`src/rtl/demux_de_control_forzado_pkg.sv`:
```
// Shared lane constants for the forced-control mux/demux pair: control bytes, decoded codes and FSM states.
// Both ends of the link import this package so that they agree on every encoding.
package demux_de_control_forzado_pkg;

    localparam logic [7:0] K_COM    = 8'hBC;
    localparam logic [7:0] K_PAD    = 8'hF7;
    localparam logic [7:0] K_SKP    = 8'h1C;
    localparam logic [7:0] K_STP    = 8'hFB;
    localparam logic [7:0] K_END    = 8'hFD;
    localparam logic [7:0] K_IDL    = 8'h7C;
    localparam logic [7:0] K_FORCED = 8'hFF;

    localparam logic [3:0] C_NONE   = 4'h0;
    localparam logic [3:0] C_COM    = 4'h1;
    localparam logic [3:0] C_PAD    = 4'h2;
    localparam logic [3:0] C_SKP    = 4'h3;
    localparam logic [3:0] C_STP    = 4'h4;
    localparam logic [3:0] C_END    = 4'h5;
    localparam logic [3:0] C_IDL    = 4'h6;
    localparam logic [3:0] C_FORCED = 4'hF;

    typedef enum logic [1:0] {
        ST_SEARCH = 2'd0,
        ST_ALIGN  = 2'd1,
        ST_LOCKED = 2'd2
    } state_t;

endpackage

```
`src/rtl/demux_de_control_forzado_if.sv`:
```
// Lane-side bundle of the forced-control demux: one received byte in, recovered stream and sync status out.
interface demux_de_control_forzado_if;

    // No backpressure: IN is consumed on every CLK edge and VALID qualifies OUT on the following cycle.
    logic [7:0] IN;
    logic [7:0] OUT;
    logic       VALID;
    logic [3:0] CONTROL;
    logic       SYNC;
    logic       ERROR;

    modport master (output IN, input OUT, VALID, CONTROL, SYNC, ERROR);
    modport slave  (input IN, output OUT, VALID, CONTROL, SYNC, ERROR);

endinterface

```
`src/rtl/demux_de_control_forzado_decodificador_control.sv`:
```
// Combinational classifier: lane byte -> {is_ctrl, code}. Any byte outside the control table is data.
module decodificador_control
    import demux_de_control_forzado_pkg::*;
(
    input  logic [7:0] i_byte,
    output logic       o_is_ctrl,
    output logic [3:0] o_code
);

    always_comb begin
        o_code = C_NONE;
        case (i_byte)
            K_COM:    o_code = C_COM;
            K_PAD:    o_code = C_PAD;
            K_SKP:    o_code = C_SKP;
            K_STP:    o_code = C_STP;
            K_END:    o_code = C_END;
            K_IDL:    o_code = C_IDL;
            K_FORCED: o_code = C_FORCED;
            default:  o_code = C_NONE;
        endcase
    end

    assign o_is_ctrl = (o_code != C_NONE);

endmodule

```
`src/rtl/demux_de_control_forzado.sv`:
```
// Receive-side forced-control demux: acquires lane lock on COM runs, splits data from control bytes
// and drops lock (one-cycle ERROR) when no COM is seen for COM_TIMEOUT cycles.
module demux_de_control_forzado
    import demux_de_control_forzado_pkg::*;
#(
    parameter int LOCK_COUNT  = 4,
    parameter int COM_TIMEOUT = 64
) (
    input  logic                        CLK,
    input  logic                        RESET,
    demux_de_control_forzado_if.slave   bus,
    output state_t                      o_dbg_state
);

    localparam int CW = $clog2(LOCK_COUNT + 1);
    localparam int TW = $clog2(COM_TIMEOUT);
    localparam logic [CW-1:0] LOCK_CNT_V = CW'(LOCK_COUNT);
    localparam logic [TW-1:0] TMO_LAST   = TW'(COM_TIMEOUT - 1);

    state_t        r_state, w_state_nx;
    logic [CW-1:0] r_com_cnt, w_com_nx;
    logic [TW-1:0] r_tmo_cnt, w_tmo_nx;
    logic [7:0]    r_out, w_out_nx;
    logic          r_valid, w_valid_nx;
    logic [3:0]    r_ctrl, w_ctrl_nx;
    logic          r_sync;
    logic          r_err, w_err_nx;

    logic          w_is_ctrl;
    logic [3:0]    w_code;
    logic          w_is_com;

    decodificador_control u_dec (
        .i_byte    (bus.IN),
        .o_is_ctrl (w_is_ctrl),
        .o_code    (w_code)
    );

    assign w_is_com = w_is_ctrl && (w_code == C_COM);

    always_comb begin
        w_state_nx = r_state;
        w_com_nx   = r_com_cnt;
        w_tmo_nx   = r_tmo_cnt;
        w_out_nx   = 8'h00;
        w_valid_nx = 1'b0;
        w_ctrl_nx  = C_NONE;
        w_err_nx   = 1'b0;
        case (r_state)
            ST_SEARCH: begin
                if (w_is_com) begin
                    w_com_nx = CW'(1);
                    w_tmo_nx = '0;
                    w_state_nx = (LOCK_COUNT == 1) ? ST_LOCKED : ST_ALIGN;
                end
            end
            ST_ALIGN: begin
                if (!w_is_com) begin
                    w_state_nx = ST_SEARCH;
                    w_com_nx   = '0;
                end else if (r_com_cnt == LOCK_CNT_V - CW'(1)) begin
                    w_state_nx = ST_LOCKED;
                    w_com_nx   = LOCK_CNT_V;
                    w_tmo_nx   = '0;
                end else begin
                    w_com_nx = r_com_cnt + CW'(1);
                end
            end
            ST_LOCKED: begin
                // A COM on the timeout cycle still refreshes the lock.
                if (w_is_com) begin
                    w_tmo_nx  = '0;
                    w_ctrl_nx = C_COM;
                end else if (r_tmo_cnt == TMO_LAST) begin
                    w_state_nx = ST_SEARCH;
                    w_com_nx   = '0;
                    w_tmo_nx   = '0;
                    w_err_nx   = 1'b1;
                end else begin
                    w_tmo_nx = r_tmo_cnt + TW'(1);
                    if (w_is_ctrl) begin
                        w_ctrl_nx = w_code;
                    end else begin
                        w_out_nx   = bus.IN;
                        w_valid_nx = 1'b1;
                    end
                end
            end
            default: begin
                w_state_nx = ST_SEARCH;
                w_com_nx   = '0;
                w_tmo_nx   = '0;
            end
        endcase
    end

    always_ff @(posedge CLK or posedge RESET) begin
        if (RESET) begin
            r_state   <= ST_SEARCH;
            r_com_cnt <= '0;
            r_tmo_cnt <= '0;
            r_out     <= 8'h00;
            r_valid   <= 1'b0;
            r_ctrl    <= C_NONE;
            r_sync    <= 1'b0;
            r_err     <= 1'b0;
        end else begin
            r_state   <= w_state_nx;
            r_com_cnt <= w_com_nx;
            r_tmo_cnt <= w_tmo_nx;
            r_out     <= w_out_nx;
            r_valid   <= w_valid_nx;
            r_ctrl    <= w_ctrl_nx;
            r_sync    <= (w_state_nx == ST_LOCKED);
            r_err     <= w_err_nx;
        end
    end

    assign bus.OUT     = r_out;
    assign bus.VALID   = r_valid;
    assign bus.CONTROL = r_ctrl;
    assign bus.SYNC    = r_sync;
    assign bus.ERROR   = r_err;
    assign o_dbg_state = r_state;

endmodule

```
`src/flat_wrapper.sv`:
```
// flat-port wrapper written by rule: the top's interface ports become plain ports
module demux_de_control_forzado_flat import demux_de_control_forzado_pkg::*;
#(
    parameter int LOCK_COUNT  = 4,
    parameter int COM_TIMEOUT = 64
)
  (CLK, RESET, o_dbg_state, bus_IN, bus_OUT, bus_VALID, bus_CONTROL, bus_SYNC, bus_ERROR);
  demux_de_control_forzado_if bus_i ();
  input  logic CLK;
  input  logic RESET;
  output state_t o_dbg_state;
  input wire logic [$bits(bus_i.IN)-1:0] bus_IN;
  output wire logic [$bits(bus_i.OUT)-1:0] bus_OUT;
  output wire logic [$bits(bus_i.VALID)-1:0] bus_VALID;
  output wire logic [$bits(bus_i.CONTROL)-1:0] bus_CONTROL;
  output wire logic [$bits(bus_i.SYNC)-1:0] bus_SYNC;
  output wire logic [$bits(bus_i.ERROR)-1:0] bus_ERROR;
  assign bus_i.IN = bus_IN;
  assign bus_OUT = bus_i.OUT;
  assign bus_VALID = bus_i.VALID;
  assign bus_CONTROL = bus_i.CONTROL;
  assign bus_SYNC = bus_i.SYNC;
  assign bus_ERROR = bus_i.ERROR;
  demux_de_control_forzado #(.LOCK_COUNT(LOCK_COUNT), .COM_TIMEOUT(COM_TIMEOUT)) u_core (.CLK(CLK), .RESET(RESET), .bus(bus_i), .o_dbg_state(o_dbg_state));
endmodule
```
`config.mk`:
```
export PLATFORM = sky130hd
export DESIGN_NAME = demux_de_control_forzado_flat
export DESIGN_NICKNAME = d
export VERILOG_FILES = /design/src/rtl/demux_de_control_forzado_pkg.sv /design/src/rtl/demux_de_control_forzado_if.sv /design/src/rtl/demux_de_control_forzado_decodificador_control.sv /design/src/rtl/demux_de_control_forzado.sv /design/src/flat_wrapper.sv
export SDC_FILE = /design/constraint.sdc
export NUM_CORES = 1
export LEC_CHECK = 0
export BUFFER_PORTS_ARGS = -buffer_cell sky130_fd_sc_hd__buf_4
export CORE_MARGIN = 2
export CORE_UTILIZATION = 50
export DETAILED_ROUTE_END_ITERATION = 10
export PLACE_DENSITY = 0.71
export SLEW_MARGIN = 10
export SYNTH_ARGS = -nofsm -noshare
export SYNTH_HDL_FRONTEND = slang
export SYNTH_HIERARCHICAL = 1
export SYNTH_SLANG_ARGS = --single-unit
```
`constraint.sdc`:
```
create_clock -name CLK -period 3.9 [get_ports CLK]
set_input_delay 0.195 -clock CLK [delete_from_list [all_inputs] [get_ports CLK]]
set_output_delay 0.195 -clock CLK [all_outputs]
set_load 0.01 [all_outputs]
```
**After elaboration in Yosys (flattened, before gate mapping)**

Index checks and enable logic that the tools add are counted.

- Register bits: 26
- Input port bits: 10
- Output and inout port bits: 17
- Word-level logic and storage cells: 67

- $add $sub $neg: 2
- Equality and inequality tests: 18
- Mux-type cells: 34
- Reduce and logical (&&, ||, !) cells: 5

Operators by type and width:

| kind | count |
|---|---|
| equality test 8 bit, second input constant | 5 |
| two-way mux 8 bit | 4 |
| two-way mux 6 bit | 5 |
| case mux 4 bit (7 select lines) | 1 |
| case mux 6 bit (3 select lines) | 1 |
| two-way mux 4 bit | 4 |
| two-way mux 3 bit | 5 |
| two-way mux 2 bit | 5 |
| case mux 3 bit (3 select lines) | 1 |
| equality test 8 x 5 -> 1 bit, second input constant | 1 |
| equality test 8 x 7 -> 1 bit, second input constant | 1 |
| != test 2 x 1 -> 1 bit, second input constant | 4 |
| two-way mux 1 bit | 7 |
| adder 6 x 1 -> 6 bit, second input constant | 1 |
| equality test 6 bit, second input constant | 1 |
| case mux 2 bit (3 select lines) | 1 |
| AND reduction 3 bit | 2 |
| equality test 2 bit, second input constant | 2 |
| equality test 4 x 1 -> 1 bit, second input constant | 1 |
| nonzero test 4 bit | 1 |
| adder 3 x 1 -> 3 bit, second input constant | 1 |
| equality test 3 x 2 -> 1 bit, second input constant | 1 |
| equality test 2 x 1 -> 1 bit, second input constant | 1 |
| zero test 2 bit | 1 |
| other kinds (2) | 2 |

**Longest topological paths before layout**

Gate-level depths: netlist of the first run.

- Depth in word-level cells: 7
- Gate-level depth with buffers: 8
- Depth with buffers taken out: 7

**Modules after synthesis**

Netlist of the first run, hierarchy kept.

By module, submodules not included:

| module | times used | cells an instance | area an instance (µm²) | sequential area each (µm²) |
|---|---|---|---|---|
| demux_de_control_forzado | 1 | 99 | 1144.8 | 650.6 |
| decodificador_control | 1 | 25 | 170.2 | 0.0 |

**Worst setup path before layout of the first run**

Ideal clock, no wire load.

- Path kind: input -> register
- Start: input port bus_IN[7]
- End: register u_core.r_tmo_cnt[3]
- Library setup time: 0.126 ns
- Arrival time: 2.256 ns
- Required time: 3.774 ns
- Setup slack: 1.518 ns
- Stages on the path: 7
- Path buffers: 1
- Cells stage by stage: buf_6 -> or4b_4 -> a31oi_2 -> a211o_1 -> nand4bb_4 -> o31a_1 -> a221o_1

- Cells in the longest elaborated chain, start to end: 6
- Elaborated cells on any way between the ends: 16
- Classes of those cells: eq/ne (10); mux (3); reduce/logical (3)

Ends and longest elaborated chain:

| element | RTL line | text |
|---|---|---|
| from (decl) | flat_wrapper.sv:12 | `input wire logic [$bits(bus_i.IN)-1:0] bus_IN;` |
| equality test 8 bit, or another cell as far along | demux_de_control_forzado_decodificador_control.sv:12 | `case (i_byte)` |
| case mux 4 bit (7 select lines) * | demux_de_control_forzado_decodificador_control.sv:12 |  |
| named net u_core.w_code[2] | demux_de_control_forzado.sv:30 | `logic [3:0] w_code;` |
| nonzero test 4 bit * | demux_de_control_forzado_decodificador_control.sv:24 | `assign o_is_ctrl = (o_code != C_NONE);` |
| named net u_core.w_is_ctrl | demux_de_control_forzado.sv:29 | `logic w_is_ctrl;` |
| logical AND 1 bit * | demux_de_control_forzado.sv:39 | `assign w_is_com = w_is_ctrl && (w_code == C_COM);` |
| two-way mux 6 bit or != test 2 x 1 -> 1 bit (tied branches) | n/a |  |
| case mux 6 bit (3 select lines) or AND reduction 3 bit (tied branches) | n/a |  |
| to (signal assigned) | demux_de_control_forzado.sv:110 | `r_tmo_cnt <= w_tmo_nx;` |
| to (decl) | demux_de_control_forzado.sv:22 | `logic [TW-1:0] r_tmo_cnt, w_tmo_nx;` |

Mark *: on every way through the listed nets, which the timed path passes. The rest lies on a longest branch.
A chain may end at the register's enable or synchronous reset.

**Worst setup path in the final report of the first run**

- Start: input port bus_IN[7]
- End: register u_core.r_com_cnt[2]

- Cells in the longest elaborated chain, start to end: 6
- Elaborated cells on any way between the ends: 16
- Classes of those cells: eq/ne (10); mux (3); reduce/logical (3)

Ends and longest elaborated chain:

| element | RTL line | text |
|---|---|---|
| equality test 8 bit, or another cell as far along | demux_de_control_forzado_decodificador_control.sv:12 |  |
| case mux 4 bit (7 select lines) * | demux_de_control_forzado_decodificador_control.sv:12 |  |
| named net u_core.w_code[2] | demux_de_control_forzado.sv:30 |  |
| nonzero test 4 bit * | demux_de_control_forzado_decodificador_control.sv:24 |  |
| named net u_core.w_is_ctrl | demux_de_control_forzado.sv:29 |  |
| logical AND 1 bit * | demux_de_control_forzado.sv:39 |  |
| two-way mux 3 bit, or another cell as far along | demux_de_control_forzado.sv:58 | `if (!w_is_com) begin` |
| case mux 3 bit (3 select lines) or AND reduction 3 bit (tied branches) | n/a |  |
| to (signal assigned) | demux_de_control_forzado.sv:109 | `r_com_cnt <= w_com_nx;` |
| to (decl) | demux_de_control_forzado.sv:21 | `logic [CW-1:0] r_com_cnt, w_com_nx;` |

Marked as above.

==> impl_metrics.env, run 1 <==
export IMPL_drc=0
export IMPL_rrSetupSlack_ps=2110
export IMPL_cp_arrival_ps=2510
export IMPL_ys_ff_latch=26
export IMPL_synth_edf_count=0
export IMPL_multiInputGateArea_um2=630.6
export IMPL_max_stage_delay_ps=530
export IMPL_post_cts_setup_buffers=0
export IMPL_tightestPinTransition_ps=979.6
export IMPL_critPathMaxFanout=8
export IMPL_htreeDepth=1
export IMPL_die_w_um=55.29
export IMPL_hold_buffers=0
export IMPL_cp_num_buf_inv=1
export IMPL_fin_ws_ps=1582
export IMPL_synthDistinctLibCells=46
export IMPL_required_ps=4100
export IMPL_rows=18
export IMPL_diodes=0
export IMPL_hpwl_mm=2.057
export IMPL_tns_ps=0
export IMPL_met2_length_mm=1.281
export IMPL_synthFlopType="dfrtp_1"
export IMPL_drive_gt1_share_pct=28.29
export IMPL_slowest_stage="or4b_4"
export IMPL_drv_cap=0
export IMPL_via_count=1015
export IMPL_drv_slew=0
export IMPL_ys_async_sr_fraction_pct=100.0
export IMPL_grt_pass1_wl_mm=4.547
export IMPL_syn_nets=137
export IMPL_netlist_area_leader_share_pct=49.48
export IMPL_cp_start_kind="input port"
export IMPL_p_leak_nw=0.7680
export IMPL_drt_iter0_drc=14
export IMPL_finalCriticalPeriod_ps=2318
export IMPL_r2r_start="u_core/r_com_cnt[0]$_DFFE_PP0P_"
export IMPL_worstSetupEndpointType="register"
export IMPL_powerDensity_nw_per_um2=301.3
export IMPL_finalCritPeriodShare_pct=59.43
export IMPL_drt_wl_total_mm=2.700
export IMPL_via_per_inst=5.577
export IMPL_cts_clk_slew_worst_paths_ps=130
export IMPL_antenna_found_initial=0
export IMPL_fin_util_pct=63.99
export IMPL_drt_first_pass_iters=4
export IMPL_dieArea_um2=3056
export IMPL_cts_sinks=26
export IMPL_post_drt_wl_per_cell_um=14.84
export IMPL_ff_latch_area_um2=650.6
export IMPL_rsz0062_at_grt="no"
export IMPL_start_util_pct=53.08
export IMPL_setup_violations=0
export IMPL_area_growth_pct=20.55
export IMPL_wl_met1_mm=1.293
export IMPL_crit_family="simple AND/OR/NAND/NOR gates"
export IMPL_drtAntennaViolNets=0
export IMPL_syn_instance_count=124
export IMPL_grt_max_degree=27
export IMPL_max_freq_ghz=0.4314
export IMPL_wl_met3_um=109
export IMPL_startpoint="bus_IN[7]"
export IMPL_syn_cell_area_um2=1315
export IMPL_yosysSeqAreaShare_pct=49.48
export IMPL_outcome="finished clean"
export IMPL_synth_avg_cell_area_um2=10.60
export IMPL_cts_resized=0
export IMPL_synth_warnings=6
export IMPL_clock_tree_buffer_depth=2
export IMPL_root_buffer="clkbuf_4"
export IMPL_grtUsageTotal_pct=18.56
export IMPL_core_area_um2=2477
export IMPL_numCtsBuffers=3
export IMPL_crit_type="input port to register"
export IMPL_hp_class="input port to asynchronous set/reset pin"
export IMPL_place_ws_ps=1291
export IMPL_port_buffers=26
export IMPL_finalHoldViolCount=0
export IMPL_gp_congestion=0.9152
export IMPL_highest_layer="met4"
export IMPL_fin_cells=182
export IMPL_fin_nets=166
export IMPL_cts_tree="done"
export IMPL_insertion_delay_ps=310
export IMPL_crit_chain="buf_4, or4b_4, a31oi_2, a211o_1, nand4bb_4, nor2_2, nor3_1, o41ai_1"
export IMPL_grt_pass1_vias=970
export IMPL_top_level_ports=27
export IMPL_die_h_um=55.29
export IMPL_relSlewSlack_pct=34.62
export IMPL_synth_area_leader_cell="dfrtp_1"
export IMPL_fillerInstances=212
export IMPL_grt_ovfl_total=0
export IMPL_synthTopCellsByArea="dfrtp_1 (49%), and2_1 (3.8%), ha_1 (2.9%)"
export IMPL_skew_ps=5.215
export IMPL_dp_cells=178
export IMPL_vdd_ir_drop_max_mv=0.2416
layout by cell type (no fill, tap or decap), types with 2 or more instances in the layout:
master and instances:
clkbuf_4 3, o41ai_1 2, dfrtp_1 26, o21ai_0 5, nand2_1 7, nor3_1 7
nand3_1 7, nor2_1 8, inv_1 5, ha_1 3, and2_1 8, a21oi_1 2
buf_4 26, and4_2 3, and2b_1 2, nor4_1 2, a211o_1 2, nand2b_1 2
and3_1 4
routing by layer:
| metal | track usage [%] | vias up |
|---|---|---|
| met4 | 7.666 | 0 |
| li1 | - | 508 |
| met5 | 0 | - |
| met3 | 3.279 | 2 |
| met2 | 28.74 | 21 |
| met1 | 25.77 | 484 |
worst register-to-register path, stage by stage (launching register included):
cell     delay [ps]
dfrtp_1         410
ha_1            160
ha_1            220
and2b_1         200
o31a_1          320
a221o_1         380
sequential cells by signal (all words and copies together) (netlist names):
signal and count:
u_core/bus.CONTROL 4, u_core/bus.ERROR 1, u_core/bus.OUT 8, u_core/bus.SYNC 1, u_core/bus.VALID 1, u_core/o_dbg_state 2
u_core/r_com_cnt 3, u_core/r_tmo_cnt 6
synthesized netlist by cell type (2+ instances only):
cell / number
inv_1: 5
and3_1: 4
a211o_1: 2
ha_1: 3
nand3_1: 7
o41ai_1: 2
nand2b_1: 2
and2_1: 8
dfrtp_1: 26
and4_2: 3
nor2_1: 8
a21oi_1: 2
nor3_1: 7
nand2_1: 7
nor4_1: 2
o21ai_0: 5
and2b_1: 2
kinds of logic after synthesis:
logic type | count (synthesis) | synth area share, %
and+or+nand+nor | 62 | 30.07
DFF | 26 | 49.48
AOI/OAI and AO/OA | 25 | 14.37
buffers and inverters | 7 | 2.569
adders and majority gates | 3 | 2.855
xor gates and xnor gates | 1 | 0.6662
area by class of cell:
type / instances / area share (%)
multi-input combinational: 91 / 39.78
clock buffer: 3 / 1.421
clock inverter: 1 / 1.894
tap: 30 / 2.368
inverter: 5 / 1.184
sequential: 26 / 41.04
timing repair buffer: 26 / 12.31
final timing paths:
check	end	cells past startpoint
max reg2reg	u_core/r_tmo_cnt[3]$_DFFE_PP0P_	5
max	u_core/r_com_cnt[2]$_DFFE_PP0P_	8
min	u_core/bus.OUT[2]$_DFF_PP0_	2
min in group CLK	u_core/bus.OUT[4]$_DFF_PP0_	2
min reg2reg	u_core/r_com_cnt[1]$_DFFE_PP0P_	2
max in group asynchronous	u_core/r_com_cnt[1]$_DFFE_PP0P_	2
where the power goes:
part	internal, W	switching, W
combinational	0.0000110	0.0000164
sequential	0.000270	0.000000727
clock	0.000104	0.0000753
metrics by stage:
stage | hold slack (ps) | cell area (µm²) | power (W)
after floorplan | 235.0 | 1315 | 0.0002901
after global placement | 434.3 | 1533 | 0.0003029
after detailed placement | 437.3 | 1533 | 0.0003036
after CTS | 94.45 | 1585 | 0.0004843
after global routing | 97.05 | 1585 | 0.0004986
final | 91.90 | 1585 | 0.0004776
No activity file was read; power rests on OpenSTA's default activity.
==> inputs of run 2 (changes only) <==
clock period = 2.42 ns   (was 3.9 ns; I/O delays follow)
==> impl_metrics.env, run 2 (synthesis gave the netlist of run 1 again) <==
export IMPL_rsz0062_at_grt="no"
export IMPL_fin_nets=169
export IMPL_vdd_ir_drop_max_mv=0.3146
export IMPL_drt_wl_total_mm=2.585
export IMPL_post_drt_wl_per_cell_um=13.97
export IMPL_crit_type="input port to register"
export IMPL_die_h_um=55.29
export IMPL_antenna_found_initial=0
export IMPL_grtUsageTotal_pct=17.81
export IMPL_fin_cells=185
export IMPL_drc=0
export IMPL_max_freq_ghz=0.5199
export IMPL_start_util_pct=53.08
export IMPL_final_common_cell="buf_4"
export IMPL_numCtsBuffers=3
export IMPL_skew_ps=3.791
export IMPL_crit_family="compound AO/OA/AOI/OAI gates"
export IMPL_root_buffer="clkbuf_4"
export IMPL_area_growth_pct=21.03
export IMPL_p_leak_nw=0.7773
export IMPL_drv_slew=0
export IMPL_grt_max_degree=27
export IMPL_core_area_um2=2477
export IMPL_gp_congestion=0.9530
export IMPL_insertion_delay_ps=310
export IMPL_cp_start_kind="input port"
export IMPL_multiInputGateArea_um2=630.6
export IMPL_crit_chain="buf_4, or4b_4, a31oi_2, a211o_1, nand4bb_4, o21ai_1, nor3_1, a211o_1"
export IMPL_cp_arrival_ps=2140
export IMPL_grt_pass1_wl_mm=4.381
export IMPL_drive_gt1_share_pct=29.68
export IMPL_finalCriticalPeriod_ps=1923
export IMPL_grt_ovfl_total=0
export IMPL_place_ws_ps=196.2
export IMPL_via_per_inst=5.654
export IMPL_cts_resized=0
export IMPL_slowest_stage="or4b_4"
export IMPL_clock_tree_buffer_depth=2
export IMPL_drtAntennaViolNets=0
export IMPL_cts_tree="done"
export IMPL_port_buffers=26
export IMPL_diodes=0
export IMPL_dp_cells=181
export IMPL_setup_violations=0
export IMPL_drv_cap=0
export IMPL_max_stage_delay_ps=530
export IMPL_hold_buffers=0
export IMPL_cts_sinks=26
export IMPL_largest_register_ffs=8
export IMPL_fin_ws_ps=496.6
export IMPL_drt_iter0_drc=41
export IMPL_post_cts_setup_buffers=0
export IMPL_outcome="finished clean"
export IMPL_drt_first_pass_iters=6
export IMPL_hp_class="input port to asynchronous set/reset pin"
export IMPL_grt_pass1_vias=955
export IMPL_cp_depth=8
export IMPL_die_w_um=55.29
export IMPL_final_cell_area_um2=1592
export IMPL_rows=18
export IMPL_top_level_ports=27
export IMPL_via_count=1046
export IMPL_finalHoldViolCount=0
export IMPL_reg2regPathDepth=5
export IMPL_placed_cell_area_um2=1555
export IMPL_ff_latch_area_um2=650.6
export IMPL_htreeDepth=1
export IMPL_path_common_cell="a211o_1"
export IMPL_cts_clk_slew_worst_paths_ps=140
export IMPL_final_cell_mix="buf_4 (29), dfrtp_1 (26), nor2_1 (8), and2_1 (8)"
export IMPL_hpwl_mm=1.977
export IMPL_powerDensity_nw_per_um2=437.2
export IMPL_relSlewSlack_pct=35.99
export IMPL_critPathMaxFanout=8
export IMPL_dieArea_um2=3056
export IMPL_fillerInstances=222
export IMPL_tightestPinTransition_ps=959.1
export IMPL_required_ps=2640
export IMPL_cp_num_buf_inv=1
export IMPL_tns_ps=0
export IMPL_finalCritPeriodShare_pct=79.48
export IMPL_worstSetupEndpointType="register"
-- run 2: area by class of cell --
type	count	area share [%]
Clock buffer	4	2.280
Inverter	5	1.179
Multi-Input combinational cell	91	39.62
Sequential cell	26	40.88
Tap cell	30	2.358
Timing Repair Buffer	29	13.68
-- run 2: worst paths after layout --
path | start | endpoint | slack, ps
worst max-delay path | bus_IN[7] | u_core/r_tmo_cnt[4]$_DFFE_PP0P_ | 500
worst min-delay path | RESET | u_core/bus.SYNC$_DFF_PP0_ | 10
worst max register to register | u_core/r_com_cnt[0]$_DFFE_PP0P_ | u_core/r_tmo_cnt[3]$_DFFE_PP0P_ | 650
worst min register to register | u_core/r_tmo_cnt[0]$_DFFE_PP0P_ | u_core/r_tmo_cnt[0]$_DFFE_PP0P_ | 550
max in group asynchronous | RESET | u_core/r_tmo_cnt[5]$_DFFE_PP0P_ | 1830
min in group CLK | bus_IN[4] | u_core/bus.OUT[4]$_DFF_PP0_ | 40
-- run 2: power by group --
part / switching (W) / leakage [nW] / internal (W)
clock network: 0.000122 / 0.0210 / 0.0000919
registers: 0.00000105 / 0.358 / 0.000436
logic: 0.0000268 / 0.398 / 0.0000184
-- run 2: per-layer routing --
layer	track usage (%)	routed length, µm
met3	2.108	88
met4	6.272	10
met1	26.53	1256
met2	26.87	1230
met5	0	0
-- run 2: per-stage QoR --
| step | hold slack (ps) | utilization (%) | total power, W |
|---|---|---|---|
| after floorplan | 161.0 | - | 0.0004676 |
| after global placement | 358.9 | 62.78 | 0.0004889 |
| after detailed placement | 367.2 | 62.78 | 0.0004904 |
| after CTS | 19.68 | 64.24 | 0.0007098 |
| after global routing | 10.72 | 64.24 | 0.0007366 |
| final | 13.06 | 64.24 | 0.0006959 |
